<file path="src/rtl/mips_ctrl_pkg.sv">
// Shared types and encodings for the multicycle MIPS control FSM.
package mips_ctrl_pkg;

  typedef enum logic [3:0] {
    FETCH  = 4'd0,
    DECODE = 4'd1,
    MEMADR = 4'd2,
    MEMRD  = 4'd3,
    MEMWB  = 4'd4,
    MEMWR  = 4'd5,
    EXEC   = 4'd6,
    ALUWB  = 4'd7,
    ADDIEX = 4'd8,
    ADDIWB = 4'd9,
    BRANCH = 4'd10,
    JUMP   = 4'd11
  } state_t;

  localparam logic [5:0] OP_RTYPE = 6'b000000;
  localparam logic [5:0] OP_LW    = 6'b100011;
  localparam logic [5:0] OP_SW    = 6'b101011;
  localparam logic [5:0] OP_BEQ   = 6'b000100;
  localparam logic [5:0] OP_ADDI  = 6'b001000;
  localparam logic [5:0] OP_J     = 6'b000010;

  localparam logic [1:0] ALUOP_ADD   = 2'b00;
  localparam logic [1:0] ALUOP_SUB   = 2'b01;
  localparam logic [1:0] ALUOP_FUNCT = 2'b10;

  localparam logic [1:0] SRCB_RT     = 2'b00;
  localparam logic [1:0] SRCB_FOUR   = 2'b01;
  localparam logic [1:0] SRCB_IMM    = 2'b10;
  localparam logic [1:0] SRCB_IMM_SH = 2'b11;

  localparam logic [1:0] PCSRC_ALU    = 2'b00;
  localparam logic [1:0] PCSRC_ALUOUT = 2'b01;
  localparam logic [1:0] PCSRC_JUMP   = 2'b10;

  // pc_write is unconditional (gated by memReady in FETCH); pc_write_cond is gated by zero.
  typedef struct packed {
    logic       iord;
    logic       mem_read;
    logic       mem_write;
    logic       ir_write;
    logic       pc_write;
    logic       pc_write_cond;
    logic       reg_dst;
    logic       mem_to_reg;
    logic       write_reg;
    logic       alu_src_a;
    logic [1:0] alu_src_b;
    logic [1:0] alu_op;
    logic [1:0] pc_src;
  } ctrl_t;

endpackage

</file>
<file path="src/rtl/mc_output_decode.sv">
// Combinational state -> control-word decode (Moore part of the control unit).
// JUMP decode exists only with MULTICYCLE_CONTROL_JUMP_EN.
module mc_output_decode
  import mips_ctrl_pkg::*;
(
  input  state_t state_i,
  output ctrl_t  ctrl_o
);

  always_comb begin
    ctrl_o = '0;
    case (state_i)
      FETCH: begin
        ctrl_o.mem_read  = 1'b1;
        ctrl_o.ir_write  = 1'b1;
        ctrl_o.pc_write  = 1'b1;
        ctrl_o.alu_src_b = SRCB_FOUR;
        ctrl_o.alu_op    = ALUOP_ADD;
        ctrl_o.pc_src    = PCSRC_ALU;
      end
      DECODE: ctrl_o.alu_src_b = SRCB_IMM_SH;
      MEMADR, ADDIEX: begin
        ctrl_o.alu_src_a = 1'b1;
        ctrl_o.alu_src_b = SRCB_IMM;
      end
      MEMRD: begin
        ctrl_o.mem_read = 1'b1;
        ctrl_o.iord     = 1'b1;
      end
      MEMWB: begin
        ctrl_o.write_reg  = 1'b1;
        ctrl_o.mem_to_reg = 1'b1;
      end
      MEMWR: begin
        ctrl_o.mem_write = 1'b1;
        ctrl_o.iord      = 1'b1;
      end
      EXEC: begin
        ctrl_o.alu_src_a = 1'b1;
        ctrl_o.alu_src_b = SRCB_RT;
        ctrl_o.alu_op    = ALUOP_FUNCT;
      end
      ALUWB: begin
        ctrl_o.write_reg = 1'b1;
        ctrl_o.reg_dst   = 1'b1;
      end
      ADDIWB: ctrl_o.write_reg = 1'b1;
      BRANCH: begin
        ctrl_o.alu_src_a     = 1'b1;
        ctrl_o.alu_src_b     = SRCB_RT;
        ctrl_o.alu_op        = ALUOP_SUB;
        ctrl_o.pc_src        = PCSRC_ALUOUT;
        ctrl_o.pc_write_cond = 1'b1;
      end
`ifdef MULTICYCLE_CONTROL_JUMP_EN
      JUMP: begin
        ctrl_o.pc_src   = PCSRC_JUMP;
        ctrl_o.pc_write = 1'b1;
      end
`endif
      default: ctrl_o = '0;
    endcase
  end

endmodule

</file>
<file path="src/rtl/multicycle_control.sv">
// Multicycle MIPS control FSM: state register, next-state logic and memReady/zero gating.
// Optional JUMP support is enabled by defining MULTICYCLE_CONTROL_JUMP_EN.
module multicycle_control
  import mips_ctrl_pkg::*;
#(
  parameter int unsigned OPW  = 6,
  parameter int unsigned AOPW = 2,
  parameter int unsigned STW  = 4
) (
  input  logic            clk,
  input  logic            rstN,
  input  logic [OPW-1:0]  opCode,
  input  logic            memReady,
  input  logic            zero,
  output logic            iorD,
  output logic            memRead,
  output logic            memWrite,
  output logic            irWrite,
  output logic            pcWrite,
  output logic            regDst,
  output logic            memToReg,
  output logic            writeReg,
  output logic            aluSrcA,
  output logic [1:0]      aluSrcB,
  output logic [AOPW-1:0] aluOp,
  output logic [1:0]      pcSrc,
  output logic            illegalOp,
  output logic [STW-1:0]  state
);

  state_t state_q, state_d;
  logic   illegal;
  ctrl_t  ctrl, ctrl_g;

  always_ff @(posedge clk or negedge rstN) begin
    if (!rstN) state_q <= FETCH;
    else       state_q <= state_d;
  end

  always_comb begin
    state_d = state_q;
    illegal = 1'b0;
    case (state_q)
      FETCH:  if (memReady) state_d = DECODE;
      DECODE: begin
        case (opCode)
          OPW'(OP_RTYPE):        state_d = EXEC;
          OPW'(OP_LW), OPW'(OP_SW): state_d = MEMADR;
          OPW'(OP_BEQ):          state_d = BRANCH;
          OPW'(OP_ADDI):         state_d = ADDIEX;
`ifdef MULTICYCLE_CONTROL_JUMP_EN
          OPW'(OP_J):            state_d = JUMP;
`endif
          default: begin
            state_d = FETCH;
            illegal = 1'b1;
          end
        endcase
      end
      MEMADR: begin
        if (opCode == OPW'(OP_LW))      state_d = MEMRD;
        else if (opCode == OPW'(OP_SW)) state_d = MEMWR;
        else                            state_d = FETCH;
      end
      MEMRD:  if (memReady) state_d = MEMWB;
      MEMWB:  state_d = FETCH;
      MEMWR:  if (memReady) state_d = FETCH;
      EXEC:   state_d = ALUWB;
      ALUWB:  state_d = FETCH;
      ADDIEX: state_d = ADDIWB;
      ADDIWB: state_d = FETCH;
      BRANCH: state_d = FETCH;
`ifdef MULTICYCLE_CONTROL_JUMP_EN
      JUMP:   state_d = FETCH;
`endif
      default: state_d = FETCH;
    endcase
  end

  mc_output_decode u_output_decode (
    .state_i (state_q),
    .ctrl_o  (ctrl)
  );

  // State already reads FETCH during reset, so every output is forced low while rstN=0.
  assign ctrl_g = rstN ? ctrl : '0;

  assign iorD      = ctrl_g.iord;
  assign memRead   = ctrl_g.mem_read;
  assign memWrite  = ctrl_g.mem_write;
  assign irWrite   = ctrl_g.ir_write & memReady;
  assign pcWrite   = (ctrl_g.pc_write & ((state_q != FETCH) | memReady))
                   | (ctrl_g.pc_write_cond & zero);
  assign regDst    = ctrl_g.reg_dst;
  assign memToReg  = ctrl_g.mem_to_reg;
  assign writeReg  = ctrl_g.write_reg;
  assign aluSrcA   = ctrl_g.alu_src_a;
  assign aluSrcB   = ctrl_g.alu_src_b;
  assign aluOp     = AOPW'(ctrl_g.alu_op);
  assign pcSrc     = ctrl_g.pc_src;
  assign illegalOp = illegal & rstN;
  assign state     = STW'(state_q);

endmodule

</file>
<file path="config.mk">
export PLATFORM = sky130hd
export DESIGN_NAME = multicycle_control
export DESIGN_NICKNAME = d
export VERILOG_FILES = /design/src/rtl/mips_ctrl_pkg.sv /design/src/rtl/mc_output_decode.sv /design/src/rtl/multicycle_control.sv
export SDC_FILE = /design/constraint.sdc
export NUM_CORES = 1
export LEC_CHECK = 0
export CELL_PAD_IN_SITES_DETAIL_PLACEMENT = 1
export CELL_PAD_IN_SITES_GLOBAL_PLACEMENT = 2
export CORE_MARGIN = 5
export CORE_UTILIZATION = 24
export CTS_CLUSTER_SIZE = 28
export DETAILED_ROUTE_END_ITERATION = 12
export PLACE_DENSITY = 0.84
export SLEW_MARGIN = 5
export SYNTH_ARGS = -nofsm -noshare
export SYNTH_HDL_FRONTEND = slang
export SYNTH_SLANG_ARGS = --single-unit
</file>
<file path="constraint.sdc">
create_clock -name clk -period 2.4 [get_ports clk]
set_clock_uncertainty 0.2 [all_clocks]
set_input_delay 0.24 -clock clk [delete_from_list [all_inputs] [get_ports clk]]
set_output_delay 0.24 -clock clk [all_outputs]
set_load 0.01 [all_outputs]
</file>
==> metrics list <==
- Core Box Area: 2710 um^2
- Number of inserted filler cells in the final layout: 344
- Number of H-tree branching levels: 1
- Total global routing overflow: 0
- Path class of the lowest-slack min-delay path: input port to register
* Top metal layer carrying routed signals: met4
* Met1 Routed Length: 914 um
* Total of endpoints with negative setup slack in the final report: 0
- Length of routed met2 wiring: 1120 um
* Post-Place Setup Slack: 0.0360 ns
- Critical path's slowest cell: sky130_fd_sc_hd__clkdlybuf4s50_1
- Flip-flop and latch area: 104 um^2
* Vertical die dimension: 62.9 um
- Summing every instance area after synthesis gives 671 um^2.
- The initial utilization of the core area, before any placement, comes to 24.7%.
- Detailed-route via count: 754
- Detailed Route WL: 2190 um
- Multi-input gate area: 487 um^2
- The worst register-to-register path begins at state[1]$_DFFE_PN0P_.
* Total of flip-flops plus latches after synthesis: 4
* Clock tree from TritonCTS: yes
- Maximum capacitance violations: 0
* Library cell used as clock root buffer: sky130_fd_sc_hd__clkbuf_4
- Number of unique standard cell types used by synthesis: 36
- For this run, the number of Yosys warnings is 0.
- DRC Markers: 0
* Setup total negative slack: 0 ns
* I/O pin total: 30
* Layout overhead on the synthesized area: 55.2%
* Async SR Flop Fraction: 100%
- The synthesized design contains 0 enable-type register cells.
* Number of buffer and inverter stages on the critical path: 2
- In the final design database the tool counted 126 nets.
- Die outline area: 3950 um^2
- After synthesis, the largest area contributor takes up 14.9% of total cell area.
- Wire length of the first global-routing pass: 3770 um
- The worst setup path is of the input port to output pin kind.
- After detailed placement, the total cell area comes to 990 um^2.
- Cells with a size suffix above 1 make up 26.3% of the layout.
- In the synthesized netlist, the number of instances is 79.
* Top flip-flop cell by instance count after synthesis: sky130_fd_sc_hd__dfrtp_1
* Static power due to leakage: 0.444 nW
- Critical path peak fanout: 2
- Number of buffers on the longest clock path: 2
* Pwr dens: 285 nW/um^2
- Launch instance of the worst min-delay path: opCode[0]
* Length of routed met3 wiring: 105 um
* Register-to-Register Setup Slack: 0.85 ns
- Top cell type by total area after synthesis: sky130_fd_sc_hd__dfrtp_1
- Maximum VDD drop: 0.111 mV
- Once placement completed, the tool counted placed cells totaling 141.
- The number of pins exceeding their max-slew limit in the final report came to 0.
* Largest register FFs: 4
- Critical Path Sink Type: output pin
* Total setup buffers inserted after CTS: 0
- Global routing used 11.7% of the available tracks across all layers.
* Least setup slack across all paths after layout: 0.111 ns
* Count of clock tree sinks: 4
* Router iterations before antenna repair: 4
- The first routing iteration left 18 violations.
- After legalization and detailed placement, the total HPWL measured 1820 um.
- The number of endpoints with negative hold slack in the final report came to 0.
- Most numerous cell on the critical path: sky130_fd_sc_hd__clkdlybuf4s50_1
- Setup repair after global routing left no endpoint under its margin.
- After synthesis, the mean cell area works out to 8.49 um^2.
- Clock transition at the registers of the reported paths: 0.04 ns
- Fin cells: 145
* DIE WIDTH: 62.9 um
- In the final routed layout, each cell accounts on average for 15.1 um.
- Number of buffers created by CTS: 3
- Area contributors post-synth: sky130_fd_sc_hd__dfrtp_1 15%, sky130_fd_sc_hd__buf_6 10%, sky130_fd_sc_hd__nor3b_1 4.5%
* Share of synthesized area occupied by flip-flops and latches: 14.9%
- When the netlist entered floorplanning its net count stood at 89.
- Crit. Startpoint: opCode[5]
- For the worst setup path, the data required time is 1.96 ns.
* Clock Latency Late Sink: 0.23 ns
* Vias in the first global route: 834
- Remaining number of nets flagged by the antenna check after routing: 0
- The initial antenna violation count came to 0.
- Share of the core filled with cells in the final layout: 38.4%
- Static timing analysis puts the maximum clock frequency at 437 MHz.
- The run finished with clean final reports.
- The congestion estimate from routability-driven global placement came to 0.841.
- Largest net degree at the start of global routing: 14
- Dividing the final minimum period by the clock period gives 95.4%.
- FP Rows: 19
- Top cell family by delay on the critical path: buffers and inverters
- Routed via count divided by cell count: 5.20
* Port buffer count: 28
- Critical path's largest stage delay: 0.54 ns
- For the finished layout, the period the worst path requires is 2.29 ns.
* CP Data Arrival Time: 1.85 ns
- CP cell instances: clkdlybuf4s50_1 -> and3b_1 -> a32oi_1 -> and3_1 -> clkdlybuf4s50_1
* Finished layout cell area: 1040 um^2
- Critical path launch point type: input port
* Antenna diode count: 0
==> final cells by class <==
cell class	count	area share, %
clock buffers	3	2.16
inverters	4	1.44
multi-input cells	64	46.8
flip-flops and latches	4	9.98
well taps	31	3.73
repair buffers	39	35.9
==> worst register-to-register path: stages (launching register included) <==
cell	delay (ns)
sky130_fd_sc_hd__dfrtp_2	0.48
sky130_fd_sc_hd__buf_4	0.20
sky130_fd_sc_hd__and4bb_2	0.26
sky130_fd_sc_hd__a22oi_1	0.14
sky130_fd_sc_hd__o211ai_1	0.12
==> cell usage in the layout (no fill, tap or decap), drive strengths merged, types with 3 or more instances in the layout <==
cell type      instances
a21oi                  3
a32oi                  3
and2b                  4
and3                   4
and3b                  3
buf                   10
clkbuf                 3
clkdlybuf4s50         26
dfrtp                  4
inv                    4
nand2                  5
nand2b                 3
nor2                   4
nor3                   7
nor3b                  4
o21ai                  3
xor2                   3
==> per-layer routing <==
layer,GRT usage (%),vias to the layer above
met1,13.3,361
met5,0,-
met2,18.5,25
met3,3.78,6
met4,7.69,0
li1,-,362
==> timing repair <==
| item | in CTS | in global routing |
|---|---|---|
| cloned | 0 | 0 |
| pin swaps | 0 | 1 |
| hold endpoints to repair | 0 | 4 |
| hold buffers | 0 | 1 |
| setup endpoints to repair | 1 | 6 |
| resized for setup | 2 | 6 |
==> through the flow <==
stage / hold WS [ns] / total power [W]
5_1_grt: 0.434 / 0.000315
6_report: 0.395 / 0.000296
2_1_floorplan: -0.256 / 0.000148
3_5_place_dp: 0.435 / 0.000213
3_3_place_gp: 0.436 / 0.000210
4_1_cts: 0.187 / 0.000299
==> cell usage after synthesis (3+ instances only) <==
library cell	count
sky130_fd_sc_hd__buf_6	6
sky130_fd_sc_hd__nand2_1	5
sky130_fd_sc_hd__nor3_1	5
sky130_fd_sc_hd__and3_1	4
sky130_fd_sc_hd__dfrtp_1	4
sky130_fd_sc_hd__inv_1	4
sky130_fd_sc_hd__nor2_1	4
sky130_fd_sc_hd__nor3b_1	4
sky130_fd_sc_hd__a21oi_1	3
sky130_fd_sc_hd__a32oi_1	3
sky130_fd_sc_hd__and3b_1	3
sky130_fd_sc_hd__o21ai_1	3
==> cells by family (layout without fill, tap and decap cells) <==
family / Yosys count / in the layout / share of synthesized area [%]
other cells: 1 / 1 / 0.559
xor+xnor: 3 / 3 / 5.04
buf+inv: 11 / 46 / 13.4
flops: 4 / 4 / 14.9
simple gates: 44 / 44 / 48.1
compound gates: 16 / 16 / 17.9
==> power by group <==
| group | total (W) | internal (W) | leakage, nW | switching [W] |
|---|---|---|---|---|
| Combinational | 0.000135 | 0.0000735 | 0.381 | 0.0000618 |
| Clock | 0.0000816 | 0.0000558 | 0.0138 | 0.0000257 |
| Sequential | 0.0000796 | 0.0000714 | 0.0492 | 0.00000819 |
==> final timing paths <==
path,cells after the start,end
max,5,illegalOp
min,4,state[1]$_DFFE_PN0P_
min reg2reg,2,state[3]$_DFFE_PN0P_
max reg2reg,4,state[1]$_DFFE_PN0P_
min in group asynchronous,3,state[0]$_DFFE_PN0P_
max in group asynchronous,3,state[2]$_DFFE_PN0P_
Power figures use the tool's default switching activity.
==> RTL edit 1 (config.mk and constraints unchanged) <==
Build with the macro `MULTICYCLE_CONTROL_JUMP_EN` defined.
--- a/src/rtl/mc_output_decode.sv
+++ b/src/rtl/mc_output_decode.sv
@@ -2,2 +2,4 @@
 // JUMP decode exists only with MULTICYCLE_CONTROL_JUMP_EN.
+`define MULTICYCLE_CONTROL_JUMP_EN
+
 module mc_output_decode
Formal check against the unedited RTL: not equivalent (Yosys sat finds a counterexample within 4 cycles, from zero or initial values and one cycle with rstN low).
==> RTL edit 1 against the original RTL <==
Wire length increased by 7.9%. Worst setup slack better by 15 ps. Hold slack got worse by 210 ps. Via count up 9.8%. Sequential share of layout area is 0.37 points lower. Power rose by 44%. Synthesized area fell by 13%. First-iteration DRC count down 56%. Cell area is 0.12% higher. Sequential cell count did not move. Count of clock-buffer cells in the layout unchanged. Largest cell class unchanged. Largest power group unchanged. Highest routed layer unchanged.
==> RTL edit 1: results (changes against the original RTL) <==
- The number of flip-flops in the largest register came to 4 (unchanged).
- The number of cells produced by synthesis is 87 (+10%).
- Ranked by total cell area, the synthesized netlist is headed by sky130_fd_sc_hd__dfrtp_1, sky130_fd_sc_hd__nor2_1, sky130_fd_sc_hd__nand2b_1, sky130_fd_sc_hd__o21ai_0, sky130_fd_sc_hd__a21oi_1.
- The endpoint kind of the worst setup timing path is an output port.
- The via count was 828 (+9.8%).
- The min-delay analysis places its worst path in the category in2async.
- In this run the critical register-to-register path is captured at state[2].
- Headroom to the max-slew limit came out at between 70 and 80%.
- The routed length on met3 is 115 um (+9.5%).
- The fraction of met2 tracks used by global routing is 23.09% (+4.6 points).
- The total wire length is 2359 um (+7.9%).
- The post-synthesis xor/xnor area fraction is 4.506% (-0.53 points).
- The fraction of layout cells with a size suffix above 1 is 20.31% (-6.0 points).
- The initial DRC count is 8 (-10).
- The post-synthesis mux area share is 1.717% (+1.7 points).
- The largest vdd supply drop is 0.0002598 V (+130%).
- The synthesized-area fraction occupied by ao, oa, aoi and oai cells is 23.82% (+5.9 points).
- The count of different cell masters after synthesis is 35 (-2.8%).
- The switching part of the total power is 39.91% (+7.6 points).
- The vias per cell is 5.308 (+2.1%).
- The routed length on met1 is 1062 um (+16%).
- The fraction of the cycle the final worst path needs is 94.74% (-0.64 points).
- The met3 usage in global routing came to 1.743% (-2.0 points).
- The worst hold margin is 186.4 ps (-208.5 ps).
- The detailed placer's ending HPWL was 1807 um (-0.51%).
- The clock group total power came to 0.0901 mW (+10%).
- The number of nets produced by synthesis is 97 (+9.0%).
- The number of failing setup endpoints in the final timing report is 0 (unchanged).
- The total of fill cells in the finished design is 290 (-16%).
- The largest fanout on the critical path is 14 (+12).
- The global router's overall resource usage is 14.74% (+3.0 points).
- The launch instance of the worst register-to-register path is state[0].
- The count of placed standard cells including taps was 153 (+8.5%).
- In this run the top signal layer used is met4.
- The register area share after synthesis is 17.17% (+2.2 points).
- The global-route wire length before repair came to 3926 um (+4.2%).
- The count of buffers inserted at the top-level ports is 29 (+3.6%).
- The post-placement setup slack was -96.64 ps (-132.7 ps).
- The worst setup path endpoint is memWrite.
- The slack of the worst reg-to-reg path is 750 ps (-100 ps).
- The number of resized instances in the post-cts repair step is 4 (+2).
- The number of nets in the finished design is 140 (+11%).
- The critical path data arrival time is 1830 ps (-20 ps).
- The area of placed instances came to 991.0 sq um (+0.13%).
- The global routing usage on met1 is 18.73% (+5.5 points).
- The worst reg-to-reg path cell count is 5 (+1).
- The buffer levels on the longest clock path is 2 (unchanged).
- The via count of the first global-routing pass is 863 (+3.5%).
- The placer's final routability congestion estimate is 0.8235 (-2.0%).
- The internal power is 0.2574 mW (+28%).
- The maximum number of pins on one net before global-route repair is 20 (+6).
- The leakage power summed over all cells is 0.4509 nW (+1.6%).
- The combinational group power is 0.258 mW (+91%).
- The origin of the worst setup path is state[2].
- The run finished with clean final reports.
- The met2 routed wirelength is 1141 um (+1.9%).
- Counting instances in the post-synthesis netlist gives the leading cell types as sky130_fd_sc_hd__nor2_1, sky130_fd_sc_hd__nand2_1, sky130_fd_sc_hd__o21ai_0.
-- RTL edit 1: cell count changes after synthesis, moves of 3 or more --
cell	delta
sky130_fd_sc_hd__nor2_1	+15
sky130_fd_sc_hd__buf_6	-5
sky130_fd_sc_hd__o21ai_0	+5
sky130_fd_sc_hd__and3_1	-4
sky130_fd_sc_hd__a32oi_1	-3
sky130_fd_sc_hd__and3b_1	-3
sky130_fd_sc_hd__buf_2	+3
sky130_fd_sc_hd__clkbuf_1	+3
sky130_fd_sc_hd__nor3b_1	-3
sky130_fd_sc_hd__nor4_1	+3
sky130_fd_sc_hd__o21ai_1	-3
-- RTL edit 1: area by class of cell --
cell class | instances | area [sq um] | share of cell area, %
Multi-Input combinational cell | 74 | 452.9 | 43.46
Tap cell | 28 | 35.03 | 3.361
Inverter | 2 | 7.507 | 0.7203
Clock buffer | 3 | 22.52 | 2.161
Sequential cell | 4 | 100.1 | 9.604
Timing Repair Buffer | 45 | 424.2 | 40.70
==> RTL edit 2 (same flow settings) <==
Made on the original files. Reset style: synchronous (`rstN`), changed in one clocked block.
--- a/src/rtl/multicycle_control.sv
+++ b/src/rtl/multicycle_control.sv
@@ -34,3 +34,3 @@
 
-  always_ff @(posedge clk or negedge rstN) begin
+  always_ff @(posedge clk) begin
     if (!rstN) state_q <= FETCH;
Check against the original RTL: differs if rstN is asserted again (counterexample within 4 cycles, from zero or initial values and one cycle with rstN low); with rstN held inactive, the same outputs for 10 cycles.
==> RTL edit 2 against the original RTL <==
Register-to-register slack got worse by 260 ps. Fmax increased by 1.7%. Cell count decreased by 3.4%. Worst setup slack improved by 38 ps. Core utilization increased by 3.2 points. Non-clock buffer count decreased by 2. Synthesized area decreased by 16%. Wire length decreased by 8.8%. Sequential cell count unchanged. Power decreased by 23%. Cell area decreased by 12%. Combinational power decreased by 43%. Largest power group is now clock.
==> RTL edit 2: results (changes against the original RTL) <==
- The flow ran to the end, and the final reports show no timing, DRC or antenna violations.
- In this run the worst hold path is classified as reg2reg.
- The total of fill cells in the finished design is 294 (-15%).
- The fraction of layout cells with a size suffix above 1 came to 17.86% (-8.5 points).
- The post-detailed-route wirelength per cell was 14.24 um (-5.5%).
- The global router's overall resource usage is 12.55% (+0.86 points).
- The largest vdd supply drop came to 0.0001962 V (+77%).
- By count the netlist is led by sky130_fd_sc_hd__nand2_1, sky130_fd_sc_hd__nor3_1, sky130_fd_sc_hd__a21oi_1, sky130_fd_sc_hd__nor2_1, sky130_fd_sc_hd__nor2b_1.
- The area of placed instances is 890.9 sq um (-10%).
- The non-filler instance count after layout is 140 (-3.4%).
- The share of flip-flops with an asynchronous set or reset after synthesis was 0% (-100 points).
- The vias per cell is 5.029 (-3.3%).
- The maximum number of pins on one net before global-route repair was 12 (-2).
- The critical path's top delay family is buffers and inverters.
- The placer's final routability congestion estimate is 0.7932 (-5.6%).
- The initial DRC count came to 6 (-12).
- The most critical setup path has its startpoint at rstN.
- After synthesis, the cell types taking the most area are sky130_fd_sc_hd__dfxtp_1, sky130_fd_sc_hd__nor2b_1, sky130_fd_sc_hd__nor3_1, sky130_fd_sc_hd__a21oi_1, sky130_fd_sc_hd__nand2_1.
- The register area share after synthesis is 14.29% (-0.64 points).
- In this run the critical register-to-register path is captured at state[3].
- The post-placement setup slack was 42.48 ps (+6.452 ps).
- The number of nets in the finished design was 124 (-1.6%).
- The buffer levels on the longest clock path is 2 (unchanged).
- The switching part of the total power is 27.15% (-5.1 points).
- The worst setup path endpoint is iorD.
- The detailed placer's ending HPWL was 1673 um (-7.9%).
- The count of different cell masters after synthesis came to 34 (-5.6%).
- The slack of the worst reg-to-reg path was 590 ps (-260 ps).
- The largest fanout on the critical path was 11 (+9).
- The via count of the first global-routing pass is 726 (-13%).
- The leakage power summed over all cells is 0.3721 nW (-16%).
- The launch instance of the worst register-to-register path is state[0].
- The critical path data arrival time is 1810 ps (-40 ps).
- The insertion delay of the later-clocked pin in the worst-skew pair is 230 ps (about the same).
- The global-route wire length before repair is 3387 um (-10%).
- The highest attainable clock frequency is 444.1 MHz (+1.7%).
- The number of warnings issued by yosys is 0 (unchanged).
- The number of search-and-repair iterations in the first detailed-routing pass came to 2 (-2).
## RTL edit 2: metal layers
| metal | vias to the layer above | GRT usage, % | share of wire, % |
|---|---|---|---|
| met2 | 18 | 22.33 | 48 |
| met1 | 324 | 15.55 | 47 |
| met5 | - | 0 | 0 |
| met4 | 0 | 2.980 | 0 |
| li1 | 362 | - | - |
| met3 | 0 | 2.193 | 5.0 |
## RTL edit 2: timing repair
action,4_1_cts,5_1_grt
buffers inserted,0,0
resized for setup,1,4
endpoints found under the hold margin,0,0
pin swaps,0,0
setup endpoints to repair,1,4
## RTL edit 2: cells by family after synthesis
family,count (synthesis),synth area share (%)
xor gates and xnor gates,3,4.688
other,1,0.6690
AOI/OAI and AO/OA,21,25.45
and+or+nand+nor,40,43.53
DFF,4,14.29
buffers and inverters,10,11.38
## RTL edit 2: how the worst min path moves through the flow
stage	from	slack [ps]	end
finish	state[1]	430	state[0]
global route	state[1]	500	state[0]
CTS	state[1]	430	state[0]
detailed placement	state[1]	420	state[0]
global placement	state[1]	420	state[0]
floorplan	opCode[3]	250	state[1]
## RTL edit 2: final cells by class
| class | count | area (sq um) | share of cell area [%] |
|---|---|---|---|
| clock buffers | 3 | 22.52 | 2.446 |
| inverters | 3 | 11.26 | 1.223 |
| multi-input cells | 65 | 419.2 | 45.52 |
| flip-flops and latches | 4 | 82.58 | 8.967 |
| well taps | 28 | 35.03 | 3.804 |
| repair buffers | 37 | 350.3 | 38.04 |
## RTL edit 2: power groups by stage
stage	Clock (mW)	Combinational, mW	Sequential (mW)
final	0.0795	0.0772	0.0720
after global routing	0.0911	0.0840	0.0723
after CTS	0.0830	0.0776	0.0717
after detailed placement	0	0.0774	0.0727
after global placement	0	0.0765	0.0727
after floorplan	0	0.0383	0.0710
